--- src/rtl/cla_pipe_adder.sv ---
// ----------------------------------------------------------------------------
// cla_pipe_adder
//   Two-stage pipelined carry-lookahead adder/subtractor with valid/ready
//   handshakes on both sides.
//   Stage 1 registers bit and group generate/propagate pairs plus the
//   effective carry-in. Stage 2 resolves group carries with a second-level
//   lookahead, ripples inside each group and registers the sum.
//
//   Parameters:
//     WIDTH      operand width, multiple of GROUPSIZE
//     GROUPSIZE  bits per lookahead group (1,2,4,8), default from the
//                GROUPSIZE macro (4 when not defined); WIDTH/GROUPSIZE <= 16
//   Optional feature macro: CLA_PIPE_FLAGS_EN adds out_zero / out_ovf.
//
//   Ports:
//     clk        clock, rising edge
//     rst_n      synchronous active-low reset
//     in_valid   operand beat present
//     in_ready   beat accepted this cycle (combinational on out_ready/rst_n)
//     a, b       operands
//     cin        carry-in (ignored when sub=1)
//     sub        0: a+b+cin, 1: a+~b+1
//     out_valid  result present
//     out_ready  consumer takes result this cycle
//     sum        registered result
//     cout       carry out of MSB (subtract: 1 = no borrow)
//     out_zero   sum == 0                      (CLA_PIPE_FLAGS_EN only)
//     out_ovf    signed overflow               (CLA_PIPE_FLAGS_EN only)
// ----------------------------------------------------------------------------
`ifndef GROUPSIZE
`define GROUPSIZE 4
`endif

module cla_pipe_adder #(
   parameter int WIDTH     = 32,
   parameter int GROUPSIZE = `GROUPSIZE
) (
   input  logic             clk,
   input  logic             rst_n,
   input  logic             in_valid,
   output logic             in_ready,
   input  logic [WIDTH-1:0] a,
   input  logic [WIDTH-1:0] b,
   input  logic             cin,
   input  logic             sub,
   output logic             out_valid,
   input  logic             out_ready,
   output logic [WIDTH-1:0] sum,
   output logic             cout
`ifdef CLA_PIPE_FLAGS_EN
   ,
   output logic             out_zero,
   output logic             out_ovf
`endif
);

   localparam int NGROUP = WIDTH / GROUPSIZE;

   // stage 1 combinational
   logic [WIDTH-1:0]  b_eff_s;
   logic              cin_eff_s;
   logic [WIDTH-1:0]  p_s;
   logic [WIDTH-1:0]  g_s;
   logic [NGROUP-1:0] grp_g_s;
   logic [NGROUP-1:0] grp_p_s;

   // stage 1 registers
   logic [WIDTH-1:0]  p_r;
   logic [WIDTH-1:0]  g_r;
   logic [NGROUP-1:0] grp_g_r;
   logic [NGROUP-1:0] grp_p_r;
   logic              cin_r;
   logic              s1_valid_r;

   // stage 2 combinational
   logic [NGROUP:0]   grp_c_s;
   logic [WIDTH-1:0]  bit_c_s;
   logic [WIDTH-1:0]  sum_s;

   // output registers
   logic              out_valid_r;
   logic [WIDTH-1:0]  sum_r;
   logic              cout_r;

   // handshake
   logic              adv2_s;
   logic              accept_s;

   assign adv2_s    = s1_valid_r & (~out_valid_r | out_ready);
   assign in_ready  = rst_n & (~s1_valid_r | adv2_s);
   assign accept_s  = in_valid & in_ready;

   assign b_eff_s   = sub ? ~b : b;
   assign cin_eff_s = sub ? 1'b1 : cin;
   assign p_s       = a ^ b_eff_s;
   assign g_s       = a & b_eff_s;

   // Group generate/propagate: G accumulates from LSB upward so each g_i is
   // qualified by the propagates of all higher bits in its group.
   always_comb begin
      grp_g_s = {NGROUP{1'b0}};
      grp_p_s = {NGROUP{1'b0}};
      for (int k = 0; k < NGROUP; k++) begin
         logic gacc_v;
         logic pacc_v;
         gacc_v = 1'b0;
         pacc_v = 1'b1;
         for (int i = 0; i < GROUPSIZE; i++) begin
            gacc_v = g_s[k*GROUPSIZE+i] | (p_s[k*GROUPSIZE+i] & gacc_v);
            pacc_v = pacc_v & p_s[k*GROUPSIZE+i];
         end
         grp_g_s[k] = gacc_v;
         grp_p_s[k] = pacc_v;
      end
   end

   // Stage 1 register: loads on accept, valid drops when stage 2 drains it
   always_ff @(posedge clk) begin
      if (!rst_n) begin
         p_r        <= {WIDTH{1'b0}};
         g_r        <= {WIDTH{1'b0}};
         grp_g_r    <= {NGROUP{1'b0}};
         grp_p_r    <= {NGROUP{1'b0}};
         cin_r      <= 1'b0;
         s1_valid_r <= 1'b0;
      end else begin
         if (accept_s) begin
            p_r     <= p_s;
            g_r     <= g_s;
            grp_g_r <= grp_g_s;
            grp_p_r <= grp_p_s;
            cin_r   <= cin_eff_s;
         end
         s1_valid_r <= accept_s | (s1_valid_r & ~adv2_s);
      end
   end

   // Second-level lookahead: each group carry is a flat sum of products of
   // lower group pairs, so no group carry waits on another.
   always_comb begin
      grp_c_s    = {(NGROUP+1){1'b0}};
      grp_c_s[0] = cin_r;
      for (int k = 0; k < NGROUP; k++) begin
         logic acc_v;
         logic pch_v;
         acc_v = 1'b0;
         pch_v = 1'b1;
         for (int j = k; j >= 0; j--) begin
            acc_v = acc_v | (pch_v & grp_g_r[j]);
            pch_v = pch_v & grp_p_r[j];
         end
         grp_c_s[k+1] = acc_v | (pch_v & cin_r);
      end
   end

   // Intra-group carries from each group's carry-in
   always_comb begin
      bit_c_s = {WIDTH{1'b0}};
      for (int k = 0; k < NGROUP; k++) begin
         logic c_v;
         c_v = grp_c_s[k];
         for (int i = 0; i < GROUPSIZE; i++) begin
            bit_c_s[k*GROUPSIZE+i] = c_v;
            c_v = g_r[k*GROUPSIZE+i] | (p_r[k*GROUPSIZE+i] & c_v);
         end
      end
   end

   assign sum_s = p_r ^ bit_c_s;

`ifdef CLA_PIPE_FLAGS_EN
   logic zero_r;
   logic ovf_r;
   assign out_zero = zero_r;
   assign out_ovf  = ovf_r;
`endif

   // Output register: loads on stage-2 advance, holds while stalled
   always_ff @(posedge clk) begin
      if (!rst_n) begin
         out_valid_r <= 1'b0;
         sum_r       <= {WIDTH{1'b0}};
         cout_r      <= 1'b0;
`ifdef CLA_PIPE_FLAGS_EN
         zero_r      <= 1'b0;
         ovf_r       <= 1'b0;
`endif
      end else if (adv2_s) begin
         out_valid_r <= 1'b1;
         sum_r       <= sum_s;
         cout_r      <= grp_c_s[NGROUP];
`ifdef CLA_PIPE_FLAGS_EN
         zero_r      <= (sum_s == {WIDTH{1'b0}});
         ovf_r       <= bit_c_s[WIDTH-1] ^ grp_c_s[NGROUP];
`endif
      end else if (out_ready) begin
         out_valid_r <= 1'b0;
      end else begin
         out_valid_r <= out_valid_r;
      end
   end

   assign out_valid = out_valid_r;
   assign sum       = sum_r;
   assign cout      = cout_r;

endmodule

--- config.mk ---
export PLATFORM = sky130hd
export DESIGN_NAME = cla_pipe_adder
export DESIGN_NICKNAME = d
export VERILOG_FILES = /design/src/rtl/cla_pipe_adder.sv
export SDC_FILE = /design/constraint.sdc
export NUM_CORES = 1
export LEC_CHECK = 0
export ABC_AREA = 1
export ABC_CLOCK_PERIOD_IN_PS = 7000
export BUFFER_PORTS_ARGS = -buffer_cell sky130_fd_sc_hd__buf_4
export CAP_MARGIN = 40
export CORE_ASPECT_RATIO = 0.9
export CORE_MARGIN = 2
export CORE_UTILIZATION = 50
export CTS_CLUSTER_SIZE = 10
export DETAILED_ROUTE_END_ITERATION = 8
export GPL_TIMING_DRIVEN = 1
export PLACE_DENSITY = 0.85
export SYNTH_ARGS = -nofsm -noshare
export SYNTH_HDL_FRONTEND = slang
export SYNTH_SLANG_ARGS = --single-unit
export TNS_END_PERCENT = 10
--- constraint.sdc ---
create_clock -name clk -period 7 [get_ports clk]
set_input_delay 1.4 -clock clk [delete_from_list [all_inputs] [get_ports clk]]
set_output_delay 1.4 -clock clk [all_outputs]
set_load 0.02 [all_outputs]
# Yosys cells after proc, flatten, opt, wreduce, memory -nomap -nowiden

Index checks and enable logic that the tools add are counted.

Output and inout port bits: 35
Word-level logic and storage cells: 248
Register bits after elaboration: 115

Reduce and logical (&&, ||, !) cells: 1
Bitwise gates (word level): 234
Multiplexer cells: 4

Operators by type and width:

| cell               | count |
|---|---|
| 1-bit AND          | 140 |
| 1-bit OR           | 87 |
| 32-bit bitwise XOR | 2 |
| 32-bit AND         | 1 |
| 32-bit two-way mux | 1 |
| 32-bit inverter    | 1 |
| 1-bit two-way mux  | 3 |
| 1-bit inverter     | 3 |
| 2-bit nonzero test | 1 |

# Depth between registers and ports, before layout

Gate-level depths: netlist of run 1.

Depth after elaboration: 15
Gate-level depth with buffers: 14
Gate-level depth less buffers: 14

# Worst setup path before layout of run 1

OpenSTA, ideal clock, no wires.

Kind: input to output
From: in out_ready
To: out in_ready
Slack: 3,561 ps
Arrival time: 2,039 ps
Stages: 5
Cells stage by stage: inv_1 > nand3_1 > clkbuf_1 > nand2_1 > inv_1

Cells in the longest elaborated chain, start to end: 4

Ends and longest elaborated chain:

| element     | RTL line | source |
|---|---|---|
| from (decl) | 47       | `input logic out_ready,` |
| 1-bit OR    | 89       | `assign adv2_s = s1_valid_r & (~out_valid_r \| out_ready);` |
| 1-bit AND   | 89       |  |
| 1-bit OR    | 90       | `assign in_ready = rst_n & (~s1_valid_r \| adv2_s);` |
| 1-bit AND   | 90       |  |
| to (decl)   | 41       | `output logic in_ready,` |

No other way between the ends.

# Worst setup path after layout of run 1

From: in rst_n
To: out in_ready

Cells in the longest elaborated chain, start to end: 1

Ends and longest elaborated chain:

| element     | RTL line | source |
|---|---|---|
| from (decl) | 39       | `input logic rst_n,` |
| 1-bit AND   | 90       |  |

No other way between the ends.

==> results of run 1 <==
[per-layer routing]
layer	vias up	part of all wire [%]	GRT usage, %
met4	0	1.3	6.94
li1	2439	-	-
met1	2165	47	29.3
met5	-	0	0
met3	13	6.4	4.06
met2	134	46	34.4
[state kept, by name, indices dropped and copies added (netlist names)]
register / flops
out_valid: 1
p_r: 32
cout: 1
s1_valid_r: 1
g_r: 24
grp_p_r: 8
sum: 32
cin_r: 1
grp_g_r: 8
[Yosys cell counts (all sizes together)]
cell      n  area [sq um]
clkbuf   12          45.0
buf      25           135
or2      16           100
a31oi     1          6.26
ha       56           701
nor3     10          50.1
clkinv    1          3.75
nand2    97           364
nand3    57           298
nand4     9          56.3
a21oi    45           225
xor2     40           350
o21ai    76           380
inv      74           278
dfxtp   108          2160
nor2     71           267
a31o      1          8.76
and3      1          6.26
[path summary, 6_finish.rpt]
| path | from | to | slack, ps |
|---|---|---|---|
| setup / recovery | rst_n | in_ready | 3110 |
| hold / removal | g_r[21] | g_r[21] | 460 |
| setup reg to reg | grp_p_r[1] | sum[15] | 4400 |
| hold reg to reg | g_r[21] | g_r[21] | 460 |
[worst max-delay path, stage by stage]
cell,delay [ps]
sky130_fd_sc_hd__buf_4,660
sky130_fd_sc_hd__nand2_1,150
sky130_fd_sc_hd__inv_1,100
sky130_fd_sc_hd__buf_4,140
[logic make-up (layout without fill, tap and decap cells)]
family | count (synthesis) | in the layout | synth area share, %
AND/OR/NAND/NOR | 261 | 261 | 21.0
AO/OA/AOI/OAI | 123 | 123 | 11.4
buffers and inverters | 112 | 196 | 8.49
flip-flops | 108 | 108 | 39.8
adder cells (fa/ha/maj) | 56 | 56 | 12.9
XOR/XNOR | 40 | 40 | 6.44
[where the power goes]
group,switching [uW],internal [uW]
Clock,223,345
Sequential,24.0,657
Combinational,151,114
Total,399,1120
[through the flow]
step / util (%) / hold WS, ps / worst slack [ps] / power [uW]
finish: 61.3 / 463 / 3110 / 1510
global route: 61.3 / 488 / 3030 / 1580
CTS: 61.3 / 465 / 3120 / 1520
detailed placement: 58.2 / 452 / 3130 / 956
global placement: 58.0 / 449 / 3120 / 948
floorplan: - / 438 / 3560 / 859
[layout make-up]
| cell class | instances | area, sq um | area share [%] |
|---|---|---|---|
| tap | 133 | 166 | 2.53 |
| clock buffer | 9 | 225 | 3.43 |
| timing repair buffer | 107 | 816 | 12.4 |
| inverter | 75 | 282 | 4.29 |
| multi-input combinational | 480 | 2810 | 42.8 |
| sequential | 108 | 2160 | 32.9 |
| clock inverter | 5 | 103 | 1.56 |
==> flow_metrics.env, run 1 <==
export IMPL_run_status="completed"
export IMPL_crit_type="in -> out"
export IMPL_final_antenna_net_count=0
export IMPL_timing_slew_headroom_pct=40.5
export IMPL_maxCapViolCount=0
export IMPL_startpoint_class_of_the_critical_path="input pin"
export IMPL_floorplan_die_area_sq_mm=0.0117
export IMPL_portBuffers=104
export IMPL_vdd_ir_drop_worst_uv=112
export IMPL_power_static_leakage_uw=0.00323
export IMPL_rows=36
export IMPL_post_cts_setup_buffers=0
export IMPL_design_final_nets=907
export IMPL_antennaDiodeCount=0
export IMPL_placed_cells=903
export IMPL_gp_congestion=0.844
export IMPL_clockBufferDepth=2
export IMPL_number_of_buffers_added_to_fix_hold_violations_after_cts=0
export IMPL_final_hold_violation_count=0
export IMPL_maxSlewViolCount=0
export IMPL_finalSetupViolCount=0
export IMPL_finalCriticalPeriod_ps=3890
export IMPL_finalWirelength_um=12300
export IMPL_num_vias=4751
export IMPL_timing_hold_worst_class="reg -> reg"
export IMPL_grt_usage_pct=21.4
export IMPL_postSynthNetCount=826
export IMPL_synth_seq_cells=108
export IMPL_fin_cells=917
export IMPL_most_common_layout_cells="sky130_fd_sc_hd__dfxtp_1 (108), sky130_fd_sc_hd__buf_4 (106), sky130_fd_sc_hd__nand2_1 (97), sky130_fd_sc_hd__o21ai_0 (76), sky130_fd_sc_hd__inv_1 (74)"
export IMPL_clock_sinks=108
export IMPL_setup_tns_final_ps=0
export IMPL_layout_cells_most_common="sky130_fd_sc_hd__dfxtp_1"
export IMPL_tritoncts="done"
export IMPL_viasPerCell=5.18
export IMPL_unrepaired_setup_endpoints_after_global_routing="no"
export IMPL_timing_final_crit_share_pct=55.5
export IMPL_postCtsResizedCells=0
export IMPL_htreeDepth=3
export IMPL_dp_hpwl_um=8530
export IMPL_die_h_um=103
export IMPL_tritoncts_num_buffers=9
export IMPL_postPlaceCellArea_sq_mm=0.00624
export IMPL_worst_r2r_path_depth=12
export IMPL_first_global_vias=4280
export IMPL_grt_pass1_wl_um=20100
export IMPL_io_pin_count=105
export IMPL_synthesis_instances=700
export IMPL_worstPathArrival_ps=2490
export IMPL_syn2layout_area_growth_pct=20.8
export IMPL_core_area_sq_mm=0.0107
export IMPL_clk_pin_slew_worst_paths_ps=70
export IMPL_floorplan_die_width_um=114
export IMPL_nFillCells=960
export IMPL_post_route_cells_drive_above_1_share_pct=17.7
export IMPL_cp_max_fo=93
export IMPL_ys_types=20
export IMPL_max_freq_mhz=257
export IMPL_finalClockSkew_ps=7.94
export IMPL_antenna_found_initial=0
export IMPL_worst_skew_pair_late_latency_ps=340
export IMPL_globalRoute_totalOverflow=0
export IMPL_pre_antenna_drt_iters=5
export IMPL_synth_avg_cell_area_sq_um=7.77
export IMPL_timing_hold_worst_path_depth=2
export IMPL_mappedNetlistArea_sq_mm=0.00544
export IMPL_share_of_synthesized_area_occupied_by_flip_flops_and_latches_pct=39.8
export IMPL_drt_wirelength_per_cell_um=13.4
export IMPL_powerDensity_mw_per_mm2=231
export IMPL_first_iter_violations=334
export IMPL_synth_warnings=0
export IMPL_critPathRequiredTime_ps=5600
export IMPL_detailed_route_drc_error_count=0
export IMPL_endpoint_class_of_the_critical_path="output pin"
export IMPL_maximum_number_of_pins_on_one_net_before_global_route_repair=94
export IMPL_fin_area_sq_mm=0.00657
export IMPL_worst_slew_pin_transition_ps=893
export IMPL_floorplan_initialDensity_pct=50.7
export IMPL_root_buffer="sky130_fd_sc_hd__clkbuf_16"
Power figures use the tool's default switching activity.
==> run 2: changes to the inputs <==
ABC_CLOCK_PERIOD_IN_PS = 4010   (was 7000)
clock period = 4.01 ns   (was 7 ns; I/O delays follow)
==> flow_metrics.env, run 2 (synthesis results as in run 1) <==
export IMPL_run_status="completed"
export IMPL_fin_cells=919
export IMPL_die_h_um=103
export IMPL_cp_max_fo=11
export IMPL_placed_cells=903
export IMPL_final_antenna_net_count=0
export IMPL_finalClockSkew_ps=8.79
export IMPL_post_route_cells_drive_above_1_share_pct=17.7
export IMPL_htreeDepth=3
export IMPL_design_final_nets=907
export IMPL_rows=36
export IMPL_power_static_leakage_uw=0.00321
export IMPL_final_critical_path_setup_slack_ps=1340
export IMPL_syn2layout_area_growth_pct=20.2
export IMPL_startpoint_class_of_the_critical_path="input pin"
export IMPL_clock_sinks=108
export IMPL_first_iter_violations=421
export IMPL_worst_slew_pin_transition_ps=840
export IMPL_vdd_ir_drop_worst_uv=218
export IMPL_worst_hold_slack_after_final_layout_ps=464
export IMPL_clockBufferDepth=2
export IMPL_final_hold_violation_count=0
export IMPL_floorplan_die_width_um=114
export IMPL_pre_antenna_drt_iters=5
export IMPL_drt_wirelength_per_cell_um=13.3
export IMPL_globalRoute_totalOverflow=0
export IMPL_worstPathArrival_ps=1860
export IMPL_num_vias=4784
export IMPL_most_common_layout_cells="sky130_fd_sc_hd__dfxtp_1 (108), sky130_fd_sc_hd__buf_4 (106), sky130_fd_sc_hd__nand2_1 (97), sky130_fd_sc_hd__o21ai_0 (76), sky130_fd_sc_hd__inv_1 (74)"
export IMPL_max_freq_mhz=375
export IMPL_viasPerCell=5.21
export IMPL_worst_setup_timing_slack_at_the_placement_stage_ps=1160
export IMPL_crit_path_cell_trace="buf_4 > inv_1 > nand3_1 > nand2_1 > inv_1 > buf_4"
export IMPL_grt_usage_pct=21.4
export IMPL_detailed_route_drc_error_count=0
export IMPL_postCtsResizedCells=0
export IMPL_portBuffers=104
export IMPL_first_global_vias=4443
export IMPL_clk_pin_slew_worst_paths_ps=70
export IMPL_layout_cells_most_common="sky130_fd_sc_hd__dfxtp_1"
export IMPL_antennaDiodeCount=0
export IMPL_unrepaired_setup_endpoints_after_global_routing="no"
export IMPL_cp_slowest_cell="sky130_fd_sc_hd__nand3_1"
export IMPL_antenna_found_initial=0
export IMPL_finalCriticalPeriod_ps=2670
export IMPL_timing_slew_headroom_pct=43.9
export IMPL_grt_pass1_wl_um=20200
export IMPL_design_power_total_uw=2530
export IMPL_crit_type="in -> out"
export IMPL_finalWirelength_um=12200
export IMPL_tritoncts="done"
export IMPL_maxSlewViolCount=0
export IMPL_setup_tns_final_ps=0
export IMPL_maxCapViolCount=0
export IMPL_worst_path_largest_cell_delay_ps=410
export IMPL_endpoint_class_of_the_critical_path="output pin"
export IMPL_critPathRequiredTime_ps=3210
export IMPL_dp_hpwl_um=8860
export IMPL_io_pin_count=105
export IMPL_post_cts_setup_buffers=0
export IMPL_root_buffer="sky130_fd_sc_hd__clkbuf_16"
export IMPL_floorplan_initialDensity_pct=50.7
export IMPL_tritoncts_num_buffers=9
export IMPL_powerDensity_mw_per_mm2=387
export IMPL_floorplan_die_area_sq_mm=0.0117
export IMPL_number_of_buffers_added_to_fix_hold_violations_after_cts=0
export IMPL_worst_skew_pair_late_latency_ps=350
export IMPL_gp_congestion=0.828
export IMPL_maximum_number_of_pins_on_one_net_before_global_route_repair=73
export IMPL_core_area_sq_mm=0.0107
export IMPL_timing_final_crit_share_pct=66.5
export IMPL_finalSetupViolCount=0
export IMPL_timing_hold_worst_class="reg -> reg"
==> run 2: changes by cell type in the layout (fill, tap and decap cells not counted) <==
cell | before | now
sky130_fd_sc_hd__clkbuf_1 | 0 | 2
sky130_fd_sc_hd__clkinv_2 | 1 | 0
sky130_fd_sc_hd__clkinv_4 | 0 | 2
sky130_fd_sc_hd__bufinv_16 | 3 | 1
sky130_fd_sc_hd__clkinvlp_4 | 1 | 2
==> run 2: path summary, 6_finish.rpt <==
path,from,endpoint,slack [ps],depth (start not counted)
max reg2reg,grp_p_r[1],sum[15],1380,12
min,g_r[5],g_r[5],460,2
max,out_ready,in_ready,1340,6
min reg2reg,g_r[5],g_r[5],460,2
==> run 2: final cells by class <==
type,count,area (sq um)
Inverter,75,282
Multi-Input combinational cell,480,2810
Fill cell,951,4190
Clock inverter,5,62.6
Tap cell,133,166
Sequential cell,108,2160
Timing Repair Buffer,107,816
Clock buffer,11,233
==> run 2: routing by layer <==
| metal | up-vias | track usage [%] | wire, um |
|---|---|---|---|
| met2 | 147 | 34.8 | 5690 |
| li1 | 2442 | - | - |
| met5 | - | 0 | 0 |
| met3 | 18 | 4.06 | 870 |
| met1 | 2177 | 28.5 | 5490 |
| met4 | 0 | 7.97 | 188 |
==> run 2: critical path, delay by kind of cell <==
| kind | cells | cell delay, ps |
|---|---|---|
| buffers and inverters | 4 | 400 |
| AND/OR/NAND/NOR | 2 | 650 |
==> run 2: power breakdown <==
part           leakage (uW)  switching [uW]  internal, uW  total (uW)
sequential         0.000886            42.1          1150        1190
clock              0.000136             393           487         880
combinational       0.00219             263           197         460
total               0.00321             698          1830        2530
==> run 2: per-stage QoR <==
| stage | area (sq um) | utilization, % |
|---|---|---|
| floorplan | 5440 | - |
| global placement | 6240 | 58.2 |
| detailed placement | 6240 | 58.2 |
| CTS | 6530 | 60.9 |
| global route | 6530 | 60.9 |
| finish | 6530 | 60.9 |
==> run 3: changes to the inputs <==
ABC_CLOCK_PERIOD_IN_PS = 2250   (was 4010)
PLACE_DENSITY = 0.88   (was 0.85)
clock period = 2.25 ns   (was 4.01 ns; I/O delays follow)
==> flow_metrics.env, run 3 (synthesis results as in run 1) <==
export IMPL_unrepaired_setup_endpoints_after_global_routing="yes"
export IMPL_number_of_buffers_added_to_fix_hold_violations_after_cts=0
export IMPL_htreeDepth=3
export IMPL_final_critical_path_setup_slack_ps=-67.3
export IMPL_antenna_found_initial=0
export IMPL_finalWirelength_um=13700
export IMPL_endpoint_class_of_the_critical_path="flop"
export IMPL_crit_type="reg -> reg"
export IMPL_pre_antenna_drt_iters=5
export IMPL_power_static_leakage_uw=0.00335
export IMPL_final_hold_violation_count=0
export IMPL_run_status="complete, but fails checks"
export IMPL_placed_cells=928
export IMPL_root_buffer="sky130_fd_sc_hd__clkbuf_16"
export IMPL_floorplan_die_width_um=114
export IMPL_worst_skew_pair_late_latency_ps=360
export IMPL_maxSlewViolCount=0
export IMPL_first_iter_violations=340
export IMPL_max_freq_mhz=432
export IMPL_nFillCells=865
export IMPL_timing_slew_headroom_pct=51.5
export IMPL_finalClockSkew_ps=11.6
export IMPL_design_final_nets=936
export IMPL_fin_area_sq_mm=0.00707
export IMPL_die_h_um=103
export IMPL_worst_setup_timing_slack_at_the_placement_stage_ps=-176
export IMPL_maximum_number_of_pins_on_one_net_before_global_route_repair=59
export IMPL_layout_cells_most_common="sky130_fd_sc_hd__buf_4"
export IMPL_worst_path_largest_cell_delay_ps=330
export IMPL_clk_pin_slew_worst_paths_ps=70
export IMPL_crit_path_cell_trace="buf_4 > a31oi_4 > buf_6 > inv_1 > ha_2 > or2_2 > ha_2 > or2_4 > ha_4 > nor2_4 > xor2_1 > a21oi_1"
export IMPL_floorplan_initialDensity_pct=50.7
export IMPL_detailed_route_drc_error_count=0
export IMPL_portBuffers=104
export IMPL_viasPerCell=5.30
export IMPL_worst_slew_pin_transition_ps=726
export IMPL_timing_final_crit_share_pct=103
export IMPL_gp_congestion=0.878
export IMPL_tritoncts_num_buffers=9
export IMPL_drt_wirelength_per_cell_um=14.4
export IMPL_core_area_sq_mm=0.0107
export IMPL_reg2reg_setup_slack_ps=-70
export IMPL_num_vias=5028
export IMPL_rows=36
export IMPL_clock_sinks=108
export IMPL_critPathRequiredTime_ps=2490
export IMPL_worst_hold_slack_after_final_layout_ps=345
export IMPL_failed_checks="negative setup slack"
export IMPL_tritoncts="done"
export IMPL_timing_hold_worst_class="in -> reg"
export IMPL_finalSetupViolCount=3
export IMPL_post_route_util_pct=66.0
export IMPL_final_antenna_net_count=0
export IMPL_clockBufferDepth=2
export IMPL_most_common_layout_cells="sky130_fd_sc_hd__buf_4 (132), sky130_fd_sc_hd__dfxtp_1 (101), sky130_fd_sc_hd__nand2_1 (94), sky130_fd_sc_hd__inv_1 (70), sky130_fd_sc_hd__o21ai_0 (67)"
export IMPL_startpoint_class_of_the_critical_path="flop"
export IMPL_cp_max_fo=3
export IMPL_floorplan_die_area_sq_mm=0.0117
export IMPL_globalRoute_totalOverflow=0
export IMPL_post_route_cells_drive_above_1_share_pct=26.6
export IMPL_fin_cells=948
export IMPL_cp_slowest_cell="sky130_fd_sc_hd__dfxtp_2"
export IMPL_syn2layout_area_growth_pct=30.1
export IMPL_grt_usage_pct=22.6
export IMPL_worstPathArrival_ps=2560
export IMPL_dp_hpwl_um=9110
export IMPL_finalCriticalPeriod_ps=2320
export IMPL_grt_pass1_wl_um=21300
export IMPL_postPlaceCellArea_sq_mm=0.00645
export IMPL_maxCapViolCount=0
export IMPL_vdd_ir_drop_worst_uv=369
export IMPL_crit_path_frequent_cell="sky130_fd_sc_hd__ha_2"
export IMPL_antennaDiodeCount=0
export IMPL_io_pin_count=105
export IMPL_powerDensity_mw_per_mm2=663
export IMPL_first_global_vias=4737
-- run 3: cell count changes in the layout (fill, tap and decap cells not counted), sizes merged --
cell	before	now
clkbuf	11	10
inv	74	75
buf	107	136
-- run 3: layout make-up --
cell class	instances	area [sq um]	area share, %
Tap cell	133	166	2.35
Clock buffer	10	229	3.24
Clock inverter	6	73.8	1.04
Timing Repair Buffer	136	1060	15.0
Inverter	75	282	3.98
Multi-Input combinational cell	480	3090	43.6
Sequential cell	108	2170	30.7
-- run 3: layer usage --
layer | global-route usage [%] | vias up | part of all wire (%)
met5 | 0 | - | 0
met4 | 6.38 | 0 | 1.3
met3 | 4.06 | 21 | 6.3
met2 | 38.5 | 177 | 48
met1 | 29.7 | 2327 | 44
li1 | - | 2503 | -
-- run 3: repair_timing --
item	4_1_cts	5_1_grt
cloned	0	0
pin swaps	24	28
resized for setup	45	40
endpoints found under the hold margin	0	0
buffers inserted	4	0
endpoints found under the setup margin	12	14
-- run 3: worst max-delay path: cells and delay by family (launching register included) --
kind | cells | cell delay (ps)
compound gates | 2 | 310
xor+xnor | 1 | 180
fa+ha+maj | 3 | 500
buf+inv | 3 | 300
flops | 1 | 330
simple gates | 3 | 600
-- run 3: worst paths after layout --
check,from,end,cells after the start
worst max-delay path,grp_p_r[1],sum[11],12
worst min-delay path,cin,cin_r,3
worst max register to register,grp_p_r[1],sum[11],12
worst min register to register,g_r[0],g_r[0],2
-- run 3: stage by stage --
| stage | TNS, ps | power (uW) |
|---|---|---|
| finish | -108 | 4690 |
| global route | -802 | 4910 |
| CTS | -113 | 4630 |
| detailed placement | -1460 | 3010 |
| global placement | -712 | 2980 |
| floorplan | 0 | 2670 |
-- run 3: report_power, final --
part           internal, uW  switching (uW)
Clock                   876             743
Combinational           425             506
Sequential             2040            93.8
Total                  3340            1340
